**src/rtl/alk_pkg.sv**
```systemverilog
// Shared definitions for the ALKC carry flag / divide sequencer.
package alk_pkg;

    // One quotient bit per step of a non-restoring divide.
    localparam int DIV_STEPS = 32;
    localparam int CNT_W     = $clog2(DIV_STEPS);

    // Counter load value: counts DIV_STEPS-1 down to 0, one DIV cycle per value.
    localparam logic [CNT_W-1:0] CNT_LOAD = CNT_W'(DIV_STEPS - 1);

    typedef enum logic [1:0] {
        IDLE  = 2'd0,
        DIV   = 2'd1,
        FIXUP = 2'd2
    } alk_state_e;

endpackage

```
**src/rtl/alkdivcnt.sv**
```systemverilog
// Remaining-step counter for the divide: loadable, decrementing, holding,
// with asynchronous reset and a synchronous clear.
module alkdivcnt
    import alk_pkg::*;
(
    input  logic             clk,
    input  logic             rst,
    input  logic             clr,
    input  logic             ld,
    input  logic [CNT_W-1:0] ld_val,
    input  logic             dec,
    output logic [CNT_W-1:0] cnt
);

    // Clear beats load beats decrement; decrement saturates at zero.
    always_ff @(posedge clk or posedge rst) begin
        if (rst)
            cnt <= '0;
        else if (clr)
            cnt <= '0;
        else if (ld)
            cnt <= ld_val;
        else if (dec && (cnt != '0))
            cnt <= cnt - CNT_W'(1);
    end

endmodule

```
**src/rtl/alkcflg.sv**
```systemverilog
// ALKC microarchitectural carry flag and divide-step sequencer.
// IDLE: ALKC may be loaded from the ALU carry. A divide start runs 32 DIV
// cycles (ALKC tracks the carry, carry-invert follows the quotient bit rule),
// then a single FIXUP cycle before returning to IDLE.
module alkcflg
    import alk_pkg::*;
(
    input  logic             clk,
    input  logic             reset_h,
    input  logic             stall_l,
    input  logic             alu_cout_h,
    input  logic             alkc_load_h,
    input  logic             alkc_clear_h,
    input  logic             div_start_h,
    input  logic             div_sign_h,
    output logic             alkc_flag_h,
    output logic             carry_invert_h,
    output logic             alpctl_divdbl_l,
    output logic             div_busy_h,
    output logic             div_last_h,
    output logic [CNT_W-1:0] div_count_h
);

    alk_state_e state, state_nxt;
    logic       alkc_nxt, ci_nxt;
    logic       cnt_clr, cnt_ld, cnt_dec;

    alkdivcnt u_cnt (
        .clk    (clk),
        .rst    (reset_h),
        .clr    (cnt_clr),
        .ld     (cnt_ld),
        .ld_val (CNT_LOAD),
        .dec    (cnt_dec),
        .cnt    (div_count_h)
    );

    // State, ALKC and carry-invert registers.
    always_ff @(posedge clk or posedge reset_h) begin
        if (reset_h) begin
            state          <= IDLE;
            alkc_flag_h    <= 1'b0;
            carry_invert_h <= 1'b0;
        end else begin
            state          <= state_nxt;
            alkc_flag_h    <= alkc_nxt;
            carry_invert_h <= ci_nxt;
        end
    end

    // Next state and flag values; a stall leaves every default (hold) in place.
    always_comb begin
        state_nxt = state;
        alkc_nxt  = alkc_flag_h;
        ci_nxt    = carry_invert_h;
        cnt_clr   = 1'b0;
        cnt_ld    = 1'b0;
        cnt_dec   = 1'b0;
        if (stall_l) begin
            if (alkc_clear_h) begin
                // Clear aborts any divide and wins over start/load.
                state_nxt = IDLE;
                alkc_nxt  = 1'b0;
                ci_nxt    = 1'b0;
                cnt_clr   = 1'b1;
            end else begin
                case (state)
                    IDLE: begin
                        if (div_start_h) begin
                            state_nxt = DIV;
                            ci_nxt    = 1'b1;
                            cnt_ld    = 1'b1;
                        end else if (alkc_load_h) begin
                            alkc_nxt = alu_cout_h;
                        end
                    end
                    DIV: begin
                        alkc_nxt = alu_cout_h;
                        ci_nxt   = ~(alu_cout_h ^ div_sign_h);
                        if (div_count_h == '0)
                            state_nxt = FIXUP;
                        else
                            cnt_dec = 1'b1;
                    end
                    FIXUP: begin
                        alkc_nxt  = alu_cout_h;
                        ci_nxt    = 1'b0;
                        state_nxt = IDLE;
                    end
                    default: state_nxt = IDLE;
                endcase
            end
        end
    end

    // Status outputs decode from state alone.
    assign div_busy_h      = (state != IDLE);
    assign div_last_h      = (state == FIXUP);
    assign alpctl_divdbl_l = (state != DIV);

endmodule

```
**config.mk**
```make
export PLATFORM = sky130hd
export DESIGN_NAME = alkcflg
export DESIGN_NICKNAME = d
export VERILOG_FILES = /design/src/rtl/alk_pkg.sv /design/src/rtl/alkdivcnt.sv /design/src/rtl/alkcflg.sv
export SDC_FILE = /design/constraint.sdc
export NUM_CORES = 1
export LEC_CHECK = 0
export CORE_MARGIN = 2
export CORE_UTILIZATION = 47
export DETAILED_ROUTE_END_ITERATION = 8
export GPL_ROUTABILITY_DRIVEN = 0
export HOLD_SLACK_MARGIN = 0.12
export PLACE_DENSITY = 0.82
export SKIP_CTS_REPAIR_TIMING = 1
export SYNTH_ARGS = -nofsm -noshare
export SYNTH_HDL_FRONTEND = slang
export SYNTH_SLANG_ARGS = --single-unit
```
**constraint.sdc**
```tcl
create_clock -name clk -period 2.1 [get_ports clk]
set_input_delay 0.42 -clock clk [delete_from_list [all_inputs] [get_ports clk]]
set_output_delay 0.42 -clock clk [all_outputs]
set_load 0.02 [all_outputs]
```
Word level (Yosys, flattened, before mapping)
Cells that the tools add are included.
{"block": "totals", "reg_bits": 9, "input_bits": 8, "out_inout_bits": 10}
{"block": "classes", "eq_ne": 7, "bitwise_logic": 2, "reduce_logical": 12, "add_sub_neg": 1, "n_mux": 24}
{"operator": "2-to-1 mux 1 bit", "count": 15}
{"operator": "2-to-1 mux 5 bit", "count": 3}
{"operator": "inequality test 3 bit, second input constant", "count": 4}
{"operator": "2-to-1 mux 2 bit", "count": 3}
{"operator": "AND reduction 3 bit", "count": 2}
{"operator": "nonzero test 3 bit", "count": 2}
{"operator": "logical NOT 5 bit", "count": 1}
{"operator": "nonzero test 5 bit", "count": 1}
{"operator": "subtractor 5 x 1 -> 5 bit, second input constant", "count": 1}
{"operator": "case mux 2 bit (2 select lines)", "count": 1}
{"operator": "AND reduction 4 bit", "count": 1}
{"operator": "nonzero test 4 bit", "count": 1}
{"operator": "case mux 1 bit (3 select lines)", "count": 1}
{"operator": "equality test 2 x 1 -> 1 bit, second input constant", "count": 1}
{"operator": "equality test 2 bit, second input constant", "count": 1}
{"operator": "logical NOT 2 bit", "count": 1}
{"operator": "inequality test 2 x 1 -> 1 bit, second input constant", "count": 1}
{"operator": "case mux 1 bit (2 select lines)", "count": 1}
{"operator": "nonzero test 2 bit", "count": 1}
{"operator": "OR reduction 2 bit", "count": 1}
{"operator": "logical AND 1 bit", "count": 1}
{"operator": "inverter 1 bit", "count": 1}
{"operator": "XOR 1 bit", "count": 1}

Logic depth before layout (Yosys ltp)
{"block": "logic_depth", "word_depth": 9, "depth_mapped": 6, "depth_no_buf": 5}

By module
Synthesis repeated with hierarchy kept, for this count alone.
{"block": "unflattened", "hier_cells": 79, "area_unflattened_um2": 701.9}
{"mod": "alkcflg", "instances": 1, "seq_area_each_um2": 100.1, "area_each_um2": 362.8, "cells_per_inst": 42}
{"mod": "alkdivcnt", "instances": 1, "seq_area_each_um2": 125.1, "area_each_um2": 339.1, "cells_per_inst": 37}

Worst setup path before layout
OpenSTA, ideal clock, no wires.
{"block": "synth_timing", "path_kind": "register to register", "startpoint": "reg u_cnt.cnt[0]", "endpoint": "reg state[1]", "path_stages_with_launch": 7, "t_required_ns": 1.974, "setup_slack_ns": 0.177, "arrival_ns": 1.796, "setup_ns": 0.126, "n_path_buf": 1, "path_cell_list": "dfrtp_1 inv_1 ha_1 or4b_4 buf_6 and2_4 a311o_1"}
{"block": "synth_via", "elab_chain_len": 3}
{"element": "start: declaration", "line": "alkdivcnt.sv:12", "source": "output logic [CNT_W-1:0] cnt"}
{"element": "start signal: assignment", "line": "alkdivcnt.sv:22", "source": "cnt <= ld_val;"}
{"element": "start signal: assignment", "line": "alkdivcnt.sv:24", "source": "cnt <= cnt - CNT_W'(1);"}
{"element": "logical NOT 5 bit", "line": "alkcflg.sv:80", "source": "if (div_count_h == '0)"}
{"element": "inequality test 3 bit (no line)"}
{"element": "AND reduction 3 bit (no line)"}
{"element": "end signal: assignment", "line": "alkcflg.sv:45", "source": "state <= state_nxt;"}
{"element": "end: declaration", "line": "alkcflg.sv:24", "source": "alk_state_e state, state_nxt;"}
No other way between the ends.
A chain may end at the register's enable or synchronous reset.

Worst setup path after layout
{"block": "layout_timing", "startpoint": "reg state[1]", "endpoint": "out alpctl_divdbl_l"}
{"block": "layout_via", "elab_chain_len": 1}
{"element": "inequality test 2 x 1 -> 1 bit", "line": "alkcflg.sv:99", "source": "assign alpctl_divdbl_l = (state != DIV);"}
{"element": "end: declaration", "line": "alkcflg.sv:18", "source": "output logic alpctl_divdbl_l,"}
No other way between the ends.

==> run summary <==
register bit count reported by yosys: 9
synthesized cell area: 695.7 sq um
first-pass GRT wire length: 2649 um
Worst setup SP type: flop
I/O pin total: 18
antenna viol nets, final: 0
final std cell area, no fill: 905.9 sq um
CP endpoint: alpctl_divdbl_l
Peak supply drop: 0.6993 mV
Bufs on Longest Clock Path: 2
Slew HR: 67.73%
Die H: 42.47 um
Die X: 42.47 um
clock network fraction of design power: 11.0%
asr flop ratio synth: 100.0%
GRT Overall Usage: 19.29%
Reg power frac: 25.8%
P_sw: 586.4 uW
max-slew violations: 0
Yosys warnings: 0
# clock sinks: 9
Setup Crit Path Kind: reg2out
DRC: 0
worst clock skew: 8.951 ps
period utilization: 97.15%
Unique masters post-synth: 34
status: finished, final reports clean
vias: 679
Rows: 13
reg2reg setup slack: 220 ps
largest cells by area after synthesis: dfrtp_1, ha_1, a211oi_1
Post-synth EDFFs: 0
combinational share of power: 63.1%
most frequent cells in the layout: clkdlybuf4s50_1, inv_1, dfrtp_1
R2R cell count: 5
Tightest Hold Check Type: in2async
R2R Path Start: u_cnt.cnt[0]
Port-buffer cells: 17
Ant. Diodes: 0
Syn Area/Cell: 9.035 sq um
Synth area leader: dfrtp_1
worst-skew pair later-pin latency: 270 ps
syn_nets: 90
Crit. End Element: output pin
final hold viol count: 0
Arr. time, crit path: 1620 ps
power per cell area: 1434 mW/mm^2
fin crit period: 2040 ps
Int Power: 712.7 uW
post-synth top area share: 32.37%
data required time at the worst endpoint: 1680 ps
most common cell after layout, fill and taps aside: clkdlybuf4s50_1
Clk Tree Root Cell: clkbuf_4
RSZ-0062 raised after global routing: no
Starting Density: 52.16%
Sw Ratio: 45.14%
first drt pass iteration count: 4
WL per Instance: 15.01 um
Max Freq: 490.2 MHz
drt via density: 6.117
CP startpoint: state[1]
pin count of the biggest net entering global routing: 16
Lkg Pwr: 0.3970 nW
CTS buffer count: 3
Die ar.: 0.001804 sq mm
RR Endpoint: state[1]
Area Growth Syn to Fin: 30.22%
number of DRC markers in iteration 0: 23
synthesized instance count: 77
CP max FO: 4
register area share after synthesis: 32.37%
worst slew pin tran: 482.6 ps
H-tree levels: 1
Core Area: 0.001334 sq mm
initial antenna violation count: 0
TritonCTS clock tree: done
Most used DFF post-synth: dfrtp_1
detailed-placement wirelength estimate: 1244 um
max-cap viol count: 0
GRT overflow: 0
share of cells above drive strength 1: 13.54%
filler cell count: 111
Clk pin slew, worst setup/hold paths: 70 ps
Setup TNS: 0 ps
vias in the first global route: 567
placed cell areas: 877.1 sq um
Setup violations, final: 0
Total Routed Length: 1666 um
final net count: 110
-- area by class of cell --
| cell class | instances | area, sq um | share of cell area [%] |
|---|---|---|---|
| well taps | 15 | 18.77 | 2.072 |
| repair buffers | 19 | 187.7 | 20.72 |
| inverters | 9 | 33.78 | 3.729 |
| multi-input cells | 55 | 414.1 | 45.72 |
| clock buffers | 4 | 26.28 | 2.901 |
| flip-flops and latches | 9 | 225.2 | 24.86 |
-- state kept, by name, indices dropped and copies added, names as in the netlist --
| register | cells |
|---|---|
| carry_invert_h | 1 |
| alkc_flag_h | 1 |
| u_cnt.cnt | 5 |
| state | 2 |
-- routing by layer --
| metal | up-vias | share of wire, % | global-route usage, % |
|---|---|---|---|
| li1 | 327 | - | - |
| met5 | - | 0 | 0 |
| met3 | 6 | 2.6 | 3.017 |
| met4 | 0 | 1.8 | 10.00 |
| met1 | 331 | 48 | 26.72 |
| met2 | 15 | 48 | 28.62 |
-- cells in the mapped netlist (all sizes together), types with 2 or more instances --
| master | number |
|---|---|
| nor3 | 3 |
| a31oi | 4 |
| inv | 9 |
| nand2b | 2 |
| o21ai | 6 |
| clkbuf | 3 |
| nand2 | 4 |
| ha | 5 |
| and2 | 2 |
| dfrtp | 9 |
| nor2b | 2 |
| and3 | 3 |
| a211oi | 6 |
-- metrics by stage --
stage	hold slack [ps]	total power, mW	utilization, %	cells	worst slack (ps)
2_1_floorplan	247.9	0.8722	-	77	177.5
3_3_place_gp	474.7	1.136	65.76	107	251.2
3_5_place_dp	475.6	1.154	65.76	107	225.0
4_1_cts	436.3	1.299	67.73	111	-36.24
5_1_grt	471.4	1.377	67.92	111	6.414
6_report	420.5	1.299	67.92	111	59.83
-- worst max-delay path: stages (launching register included) --
cell and delay, ps:
dfrtp_1 390, inv_1 100, ha_1 210, inv_1 50, clkdlybuf4s50_1 600
-- power by group through the flow --
stage	clock network [mW]	logic (mW)	registers [mW]
5_1_grt	0.152	0.875	0.350
3_3_place_gp	0	0.804	0.333
2_1_floorplan	0	0.482	0.390
4_1_cts	0.144	0.823	0.333
3_5_place_dp	0	0.819	0.335
6_report	0.143	0.820	0.336
-- cell families after synthesis --
logic type | count (synthesis) | share of synthesized area [%]
AOI/OAI and AO/OA | 26 | 27.52
and+or+nand+nor | 23 | 21.76
buffers and inverters | 13 | 8.093
DFF | 9 | 32.37
adders and majority gates | 5 | 8.993
xor gates and xnor gates | 1 | 1.259
-- worst min path at each step --
| stage | startpoint | to | slack, ps | cells past startpoint |
|---|---|---|---|---|
| 4_1_cts | reset_h | carry_invert_h | 440 | 2 |
| 6_report | reset_h | carry_invert_h | 420 | 2 |
| 2_1_floorplan | reset_h | alkc_flag_h | 250 | 1 |
| 3_5_place_dp | alkc_flag_h | alkc_flag_h | 480 | 1 |
| 3_3_place_gp | alkc_flag_h | alkc_flag_h | 470 | 1 |
| 5_1_grt | reset_h | carry_invert_h | 470 | 2 |
Note: power is estimated with default switching activity, not from simulation.
